`config.mk`:
```
export PLATFORM = sky130hd
export DESIGN_NAME = cdb_arbiter
export DESIGN_NICKNAME = d
export VERILOG_FILES = /design/src/rtl/cobalt_pkg.sv /design/src/rtl/cdb_rr_arb.sv /design/src/rtl/cdb_arbiter.sv
export SDC_FILE = /design/constraint.sdc
export NUM_CORES = 1
export LEC_CHECK = 0
export ABC_AREA = 1
export CORE_MARGIN = 8
export CORE_UTILIZATION = 55
export CTS_CLUSTER_SIZE = 20
export DETAILED_ROUTE_END_ITERATION = 10
export GPL_TIMING_DRIVEN = 0
export PLACE_DENSITY = 0.95
export SLEW_MARGIN = 10
export SYNTH_ARGS = -nofsm -noshare
export SYNTH_HDL_FRONTEND = slang
export SYNTH_SLANG_ARGS = --single-unit
```
`constraint.sdc`:
```
create_clock -name clk -period 6.3 [get_ports clk]
set_input_delay 0.63 -clock clk [delete_from_list [all_inputs] [get_ports clk]]
set_output_delay 0.63 -clock clk [all_outputs]
set_load 0.05 [all_outputs]
```
`src/rtl/cobalt_pkg.sv`:
```
// cobalt_pkg: shared widths and functional-unit port indices for the common data bus.
package cobalt_pkg;
   localparam int W_TAG  = 6;
   localparam int W_DATA = 32;
   localparam int N_REQ  = 4;
   typedef logic [1:0] fu_idx_t;
   localparam fu_idx_t FU_INT = 2'd0;
   localparam fu_idx_t FU_MUL = 2'd1;
   localparam fu_idx_t FU_DIV = 2'd2;
   localparam fu_idx_t FU_LS  = 2'd3;
endpackage

```
`src/rtl/cdb_rr_arb.sv`:
```
// cdb_rr_arb: round-robin pick among occupied hold entries; pointer moves past each winner.
module cdb_rr_arb
   import cobalt_pkg::*;
(
   input  logic             clk,
   input  logic             reset_n,
   input  logic [N_REQ-1:0] hold_v,
   output logic [N_REQ-1:0] grant,
   output fu_idx_t          grant_idx,
   output logic             grant_any
);
   fu_idx_t rr_ptr_q, rr_ptr_d, off;
   logic [2*N_REQ-1:0] dbl;
   // rotate so the search always starts at bit 0, then undo the rotation
   always_comb begin
      dbl = {hold_v, hold_v} >> rr_ptr_q;
      off = '0;
      for (int i = N_REQ-1; i >= 0; i--) if (dbl[i]) off = fu_idx_t'(i);
      grant_any = |hold_v;
      grant_idx = rr_ptr_q + off;
      grant = '0;
      grant[grant_idx] = grant_any;
      rr_ptr_d = grant_any ? grant_idx + 2'd1 : rr_ptr_q;
   end
   always_ff @(posedge clk or negedge reset_n)
      if (!reset_n) rr_ptr_q <= '0;
      else rr_ptr_q <= rr_ptr_d;
endmodule

```
`src/rtl/cdb_arbiter.sv`:
```
// cdb_arbiter: one hold entry per functional unit, round-robin onto a registered result bus.
module cdb_arbiter
   import cobalt_pkg::*;
#(
   parameter int W_TAG  = cobalt_pkg::W_TAG,
   parameter int W_DATA = cobalt_pkg::W_DATA
) (
   input  logic                    clk,
   input  logic                    reset_n,
   input  logic [N_REQ-1:0]        req_valid,
   input  logic [N_REQ*W_TAG-1:0]  req_tag,
   input  logic [N_REQ*W_DATA-1:0] req_data,
   output logic [N_REQ-1:0]        req_ready,
   output logic                    cdb_valid,
   output logic [W_TAG-1:0]        cdb_tag,
   output logic [W_DATA-1:0]       cdb_data,
   output logic [1:0]              cdb_src
);
   logic [N_REQ-1:0] hold_v_q, hold_v_d, grant, xfer;
   logic [N_REQ-1:0][W_TAG-1:0] hold_tag_q, hold_tag_d, in_tag;
   logic [N_REQ-1:0][W_DATA-1:0] hold_data_q, hold_data_d, in_data;
   logic grant_any, cdb_valid_q, cdb_valid_d;
   fu_idx_t grant_idx, cdb_src_q, cdb_src_d;
   logic [W_TAG-1:0] cdb_tag_q, cdb_tag_d;
   logic [W_DATA-1:0] cdb_data_q, cdb_data_d;

   cdb_rr_arb u_arb (
      .clk       (clk),
      .reset_n   (reset_n),
      .hold_v    (hold_v_q),
      .grant     (grant),
      .grant_idx (grant_idx),
      .grant_any (grant_any)
   );

   assign in_tag    = req_tag;
   assign in_data   = req_data;
   // a granted entry drains this cycle, so it can refill without a bubble
   assign req_ready = ~hold_v_q | grant;
   assign xfer      = req_valid & req_ready;

   always_comb begin
      hold_v_d = xfer | (hold_v_q & ~grant);
      for (int i = 0; i < N_REQ; i++) begin
         hold_tag_d[i]  = xfer[i] ? in_tag[i]  : hold_tag_q[i];
         hold_data_d[i] = xfer[i] ? in_data[i] : hold_data_q[i];
      end
      cdb_valid_d = grant_any;
      cdb_tag_d   = grant_any ? hold_tag_q[grant_idx]  : cdb_tag_q;
      cdb_data_d  = grant_any ? hold_data_q[grant_idx] : cdb_data_q;
      cdb_src_d   = grant_any ? grant_idx : cdb_src_q;
   end

   always_ff @(posedge clk or negedge reset_n)
      if (!reset_n) begin
         hold_v_q    <= '0;
         hold_tag_q  <= '0;
         hold_data_q <= '0;
         cdb_valid_q <= 1'b0;
         cdb_tag_q   <= '0;
         cdb_data_q  <= '0;
         cdb_src_q   <= '0;
      end else begin
         hold_v_q    <= hold_v_d;
         hold_tag_q  <= hold_tag_d;
         hold_data_q <= hold_data_d;
         cdb_valid_q <= cdb_valid_d;
         cdb_tag_q   <= cdb_tag_d;
         cdb_data_q  <= cdb_data_d;
         cdb_src_q   <= cdb_src_d;
      end

   assign cdb_valid = cdb_valid_q;
   assign cdb_tag   = cdb_tag_q;
   assign cdb_data  = cdb_data_q;
   assign cdb_src   = cdb_src_q;
endmodule
```
==> metrics, run 1 <==
status completed; diode count 0; final hold violation count 0; Max-Cap Viols 0; ratio of cells with drive above 1 in the final layout 0.0514; synth cell count leaders nand2_1 (637), dfrtp_1 (199), nand3_1 (165); Worst-Margin Slew 667 ps; Net count, final 1569; largest net degree at the start of global routing 112; First DRT Iteration DRCs 843; Yosys top cell by area dfrtp_1; post-synthesis cell area 9130 um2; Routed Antenna Nets 0; RSZ-0062 raised after global routing false; Primary FF master, synth dfrtp_1; Post-CTS Hold Fix Bufs 0; drt drc 0; die extent in y 145 um; area taken by multi-input logic gates 3690 um2; post_cts resized 0; H-tree depth 4; DIE WIDTH ~140 um; Initial Utilization 0.557; yosys warns 0; critical setup path kind reg -> out; worst skew pair latency 440 ps; GRT Total Usage 0.274; Sink Count just under 200; Synth Net Count 1347; Critical Path Source u_arb.rr_ptr_q[0]$_DFFE_PN0P_; Synth Area per Inst 7.69 um2; Slew Viols, Final 0; total gr overflow 0; core region area approximately 16000 um2; postcts setup bufs 0; post-synth top area share 0.545; WP data arrival roughly 4000 ps; Clock Path Buffers 2; row count 47; sequential cell area 4980 um2; startpoint type of the worst setup path flip-flop; Pre-antenna DRT Iters 6; data required time of the worst path 5670 ps; top-count cell post-synth nand2_1; drt total wl approximately 28 mm; via count 8988; Ports 203; vias in the first global route between 8000 and 9000; clock slew at reported path FFs 70 ps; Mapped Cells ~1200; Worst Path Max Fanout 10; reg2reg start u_arb.rr_ptr_q[0]$_DFFE_PN0P_; worst clock skew 9.03 ps; CTS root buffer clkbuf_16; DPL Wire Length around 21 mm; Slew HR 0.556; Netlist cell types 19; CTS tree built; Post-synth ARST share 1.00; IO Port Bufs 202; register area share after synthesis 0.545; fin crit share 0.722; Worst Setup End Kind output pin; area grow syn2layout 32.2%; TritonCTS Buffers 17; RePlAce Congestion approximately 0.9; initial antenna violation count 0; final setup fails 0; Via-to-Cell Ratio approximately 5.5; Peak Freq about 220 MHz; routed len/inst 17.1 um; Filler Cell Count ~1200; largest cells by area after synthesis dfrtp_1 (55%), nand2_1 (26%), nand3_1 (9.0%); hold_ws 193 ps; first-pass GRT wire length around 44 mm; DIE AREA 21000 um2; number of synthesized flops with an enable pin 0; HP Class in -> async; post-synthesis register bit count 199; Tmin final 4550 ps
-- critical path: stages, from the launching register on --
cell and delay [ps]:
dfrtp_1 500, inv_2 110, nand2_1 120, nand3_1 100, nand2_1 120, nand3_1 70, a21boi_0 250, ha_1 170
clkbuf_1 260, inv_1 230, nor2_1 180, nand2_1 110, nand2_2 130, buf_2 260, clkdlybuf4s50_1 850
-- stage by stage --
stage | utilization | TNS (ps) | worst slack (ps) | std cells | instance area (um2)
after floorplan | - | 0 | 3580 | 1187 | 9130
after global placement | 0.697 | -652310 | -3290 | 1609 | 11400
after detailed placement | 0.699 | 0 | 2320 | 1610 | 11500
after CTS | 0.736 | 0 | 1780 | 1639 | 12100
after global routing | 0.736 | 0 | 1500 | 1639 | 12100
final | 0.736 | 0 | 1750 | 1639 | 12100
-- flip-flops by register name (all words and copies together), names as in the netlist --
name            flops
hold_v_q            4
cdb_tag             6
cdb_src             2
cdb_data           32
hold_tag_q         24
cdb_valid           1
u_arb.rr_ptr_q      2
hold_data_q       128
-- final cells by class --
cell class	instances	area share
Multi-Input combinational cell	893	0.306
Timing Repair Buffer	203	0.170
Inverter	14	0.00435
Sequential cell	199	0.413
Tap cell	220	0.0228
Buffer	81	0.0336
Clock inverter	9	0.0125
Clock buffer	20	0.0378
-- layout by cell type, fill, tap and decap left out, drive strengths merged --
cell	Yosys	final
nand2	640	640
clkdlybuf4s50	0	201
dfrtp	199	199
nand3	165	165
clkbuf	40	60
nor2	43	43
buf	41	43
a31oi	38	38
inv	14	14
bufinv	0	4
clkinv	0	4
ha	2	2
a21boi	1	1
xor2	1	1
a21oi	1	1
o21ai	1	1
o211ai	1	1
clkinvlp	0	1
-- path summary, 6_finish.rpt --
check                                                    end  slack [ps]  depth (start not counted)
max in group asynchronous          hold_tag_q[6]$_DFFE_PN0P_        5140                          2
worst min-delay path              hold_tag_q[14]$_DFFE_PN0P_         190                          1
worst min register to register  hold_data_q[105]$_DFFE_PN0P_         470                          2
min in group clk                hold_data_q[105]$_DFFE_PN0P_         470                          2
worst max-delay path                            req_ready[1]        1750                         14
worst max register to register       cdb_data[9]$_DFFE_PN0P_        2750                         15
-- cells by family (layout without fill, tap and decap cells) --
logic type      Yosys count  in the layout  synth area share
flops                   199            199             0.545
compound gates           42             42            0.0288
buf+inv                  95            327            0.0502
simple gates            848            848             0.372
fa+ha+maj                 2              2           0.00274
xor+xnor                  1              1          0.000959
-- layer usage --
layer / track usage / vias to the layer above / share of wire / wire length [um]
met2: 0.451 / 453 / 0.48 / 13600
met3: 0.0646 / 70 / 0.094 / 2650
met1: 0.339 / 4270 / 0.39 / 10900
met4: 0.117 / 0 / 0.034 / 942
li1: - / 4195 / - / -
met5: 0 / - / 0 / 0
Power of run 1 is not shown: default switching activity piles up to over one toggle a cycle in this logic, so the estimate is an artifact.
==> run 2, diff against run 1 <==
--- a/config.mk
+++ b/config.mk
@@ -7,11 +7,11 @@
 export LEC_CHECK = 0
 export ABC_AREA = 1
 export CORE_MARGIN = 8
-export CORE_UTILIZATION = 55
+export CORE_UTILIZATION = 46
 export CTS_CLUSTER_SIZE = 20
 export DETAILED_ROUTE_END_ITERATION = 10
 export GPL_TIMING_DRIVEN = 0
-export PLACE_DENSITY = 0.95
+export PLACE_DENSITY = 0.88
 export SLEW_MARGIN = 10
 export SYNTH_ARGS = -nofsm -noshare
 export SYNTH_HDL_FRONTEND = slang
==> constraint.sdc (replaced) <==
create_clock -name clk -period 3.8 [get_ports clk]
set_input_delay 0.38 -clock clk [delete_from_list [all_inputs] [get_ports clk]]
set_output_delay 0.38 -clock clk [all_outputs]
set_load 0.05 [all_outputs]
==> run 2 against run 1 <==
Compared with the run above: clock-buffer cell count down 1; worst hold slack better by 280 ps; critical path depth unchanged; cell area up 0.36%; global-route usage down 3.8 points; critical path type unchanged; critical endpoint unchanged.
==> metrics, run 2 (synthesis results as in run 1) <==
Tmin final around 3500 ps; status completed; CTS root buffer clkbuf_16; area grow syn2layout 32.7%; IO Port Bufs 202; drt drc 0; CTS tree built; data required time of the worst path 3420 ps; final setup fails 0; DR top layer met4; H-tree depth 4; First DRT Iteration DRCs 837; Via-to-Cell Ratio 5.29; drt total wl 28.6 mm; postcts setup bufs 0; Slew Viols, Final 0; max reg flops roughly 130; Worst Setup End Kind output pin; via count 8914; Routed Antenna Nets 0; RePlAce Congestion 0.882; RSZ-0062 raised after global routing false; Worst-Margin Slew 728 ps; clock slew at reported path FFs 70 ps; DIE WIDTH 157 um; Inst Count DP between 1500 and 2000; routed len/inst 17.0 um; WL met2 about 14 mm; hold_ws 471 ps; die extent in y 157 um; TritonCTS Buffers 17; initial antenna violation count 0; Net count, final 1570; Clock Path Buffers 2; WP data arrival around 3200 ps; critical setup path kind reg -> out; largest net degree at the start of global routing 107; fin cells 1686; Max-Cap Viols 0; Ports 203; vias in the first global route about 9000; first-pass GRT wire length between 40 and 50 mm; Metal-1 WL approximately 12 mm; ratio of cells with drive above 1 in the final layout 0.0563; HP Class reg -> reg; most used cells in the layout excluding fill and tap cells nand2_1 (637), dfrtp_1 (198), clkdlybuf4s50_1 (197), nand3_1 (165), nor2_1 (43); final hold violation count 0; row count 51; Sink Count 199; startpoint type of the worst setup path flip-flop; met3 wire len 2.61 mm; Initial Utilization 0.469; Pre-antenna DRT Iters 8; fin crit share 0.931; DIE AREA about 25000 um2; diode count 0; Biggest register hold_data_q; DPL Wire Length 21.7 mm; core region area 19500 um2; Peak Freq 283 MHz; total gr overflow 0; Slew HR 0.515; GRT Total Usage 0.236; most common cell after layout, fill and taps aside nand2_1; worst skew pair latency 440 ps; Worst Path Max Fanout 10; worst clock skew 13.2 ps
==> run 2: cell types whose count changed in the layout (fill, tap and decap cells not counted), moves of 2 or more <==
| cell | before | now |
|---|---|---|
| clkdlybuf4s50_1 | 201 | 197 |
| buf_2 | 24 | 26 |
| clkinvlp_4 | 1 | 3 |
| inv_6 | 0 | 2 |
==> run 2: timing repair <==
item | 4_1_cts | 5_1_grt
hold endpoints to repair | 36 | 0
hold buffers | 1 | 0
endpoints found under the setup margin | 4 | 4
gates resized for setup | 10 | 11
==> run 2: routing by layer <==
metal  GRT usage  vias up
met5           0        -
met4      0.0842        0
met3      0.0735       65
met2       0.387      408
met1       0.288     4241
li1            -     4200
==> run 2: critical path, stage by stage, from the launching register on <==
cell and delay (ps):
dfrtp_2 470, inv_2 120, nand2_1 90, nand3_1 100, nand2_1 90, nand3_1 70, a21boi_1 90, ha_1 290
clkbuf_1 220, inv_1 210, nor2_1 200, nand2_1 120, nand2_2 130, buf_2 240, clkbuf_4 280
==> run 2: area by class of cell <==
cell class              count  area, um2
multi-input cells         893       3690
plain buffers              81        405
repair buffers            204       2050
flip-flops and latches    199       4980
fillers                  1640       7350
well taps                 265        332
clock inverters            11        149
clock buffers              19        453
inverters                  14       52.6
==> run 2: path summary, 6_finish.rpt <==
path	start	to	slack, ps	cells past startpoint
min reg2reg	hold_data_q[12]$_DFFE_PN0P_	hold_data_q[12]$_DFFE_PN0P_	470	2
max in group asynchronous	reset_n	hold_data_q[38]$_DFFE_PN0P_	2260	3
max	u_arb.rr_ptr_q[0]$_DFFE_PN0P_	req_ready[1]	260	14
min	hold_data_q[12]$_DFFE_PN0P_	hold_data_q[12]$_DFFE_PN0P_	470	2
min in group asynchronous	reset_n	hold_tag_q[15]$_DFFE_PN0P_	550	2
max reg2reg	u_arb.rr_ptr_q[0]$_DFFE_PN0P_	cdb_data[0]$_DFFE_PN0P_	420	15
==> run 2: per-stage QoR <==
step / setup WS (ps) / TNS, ps / cell area, um2 / util
2_1_floorplan: 1330 / 0 / 9130 / -
3_3_place_gp: -5730 / -1136980 / 11500 / 0.590
3_5_place_dp: 153 / 0 / 11500 / 0.592
4_1_cts: 40.8 / 0 / 12100 / 0.623
5_1_grt: 97.5 / 0 / 12100 / 0.622
6_report: 262 / 0 / 12100 / 0.622
Power of run 2 is left out for the same reason.
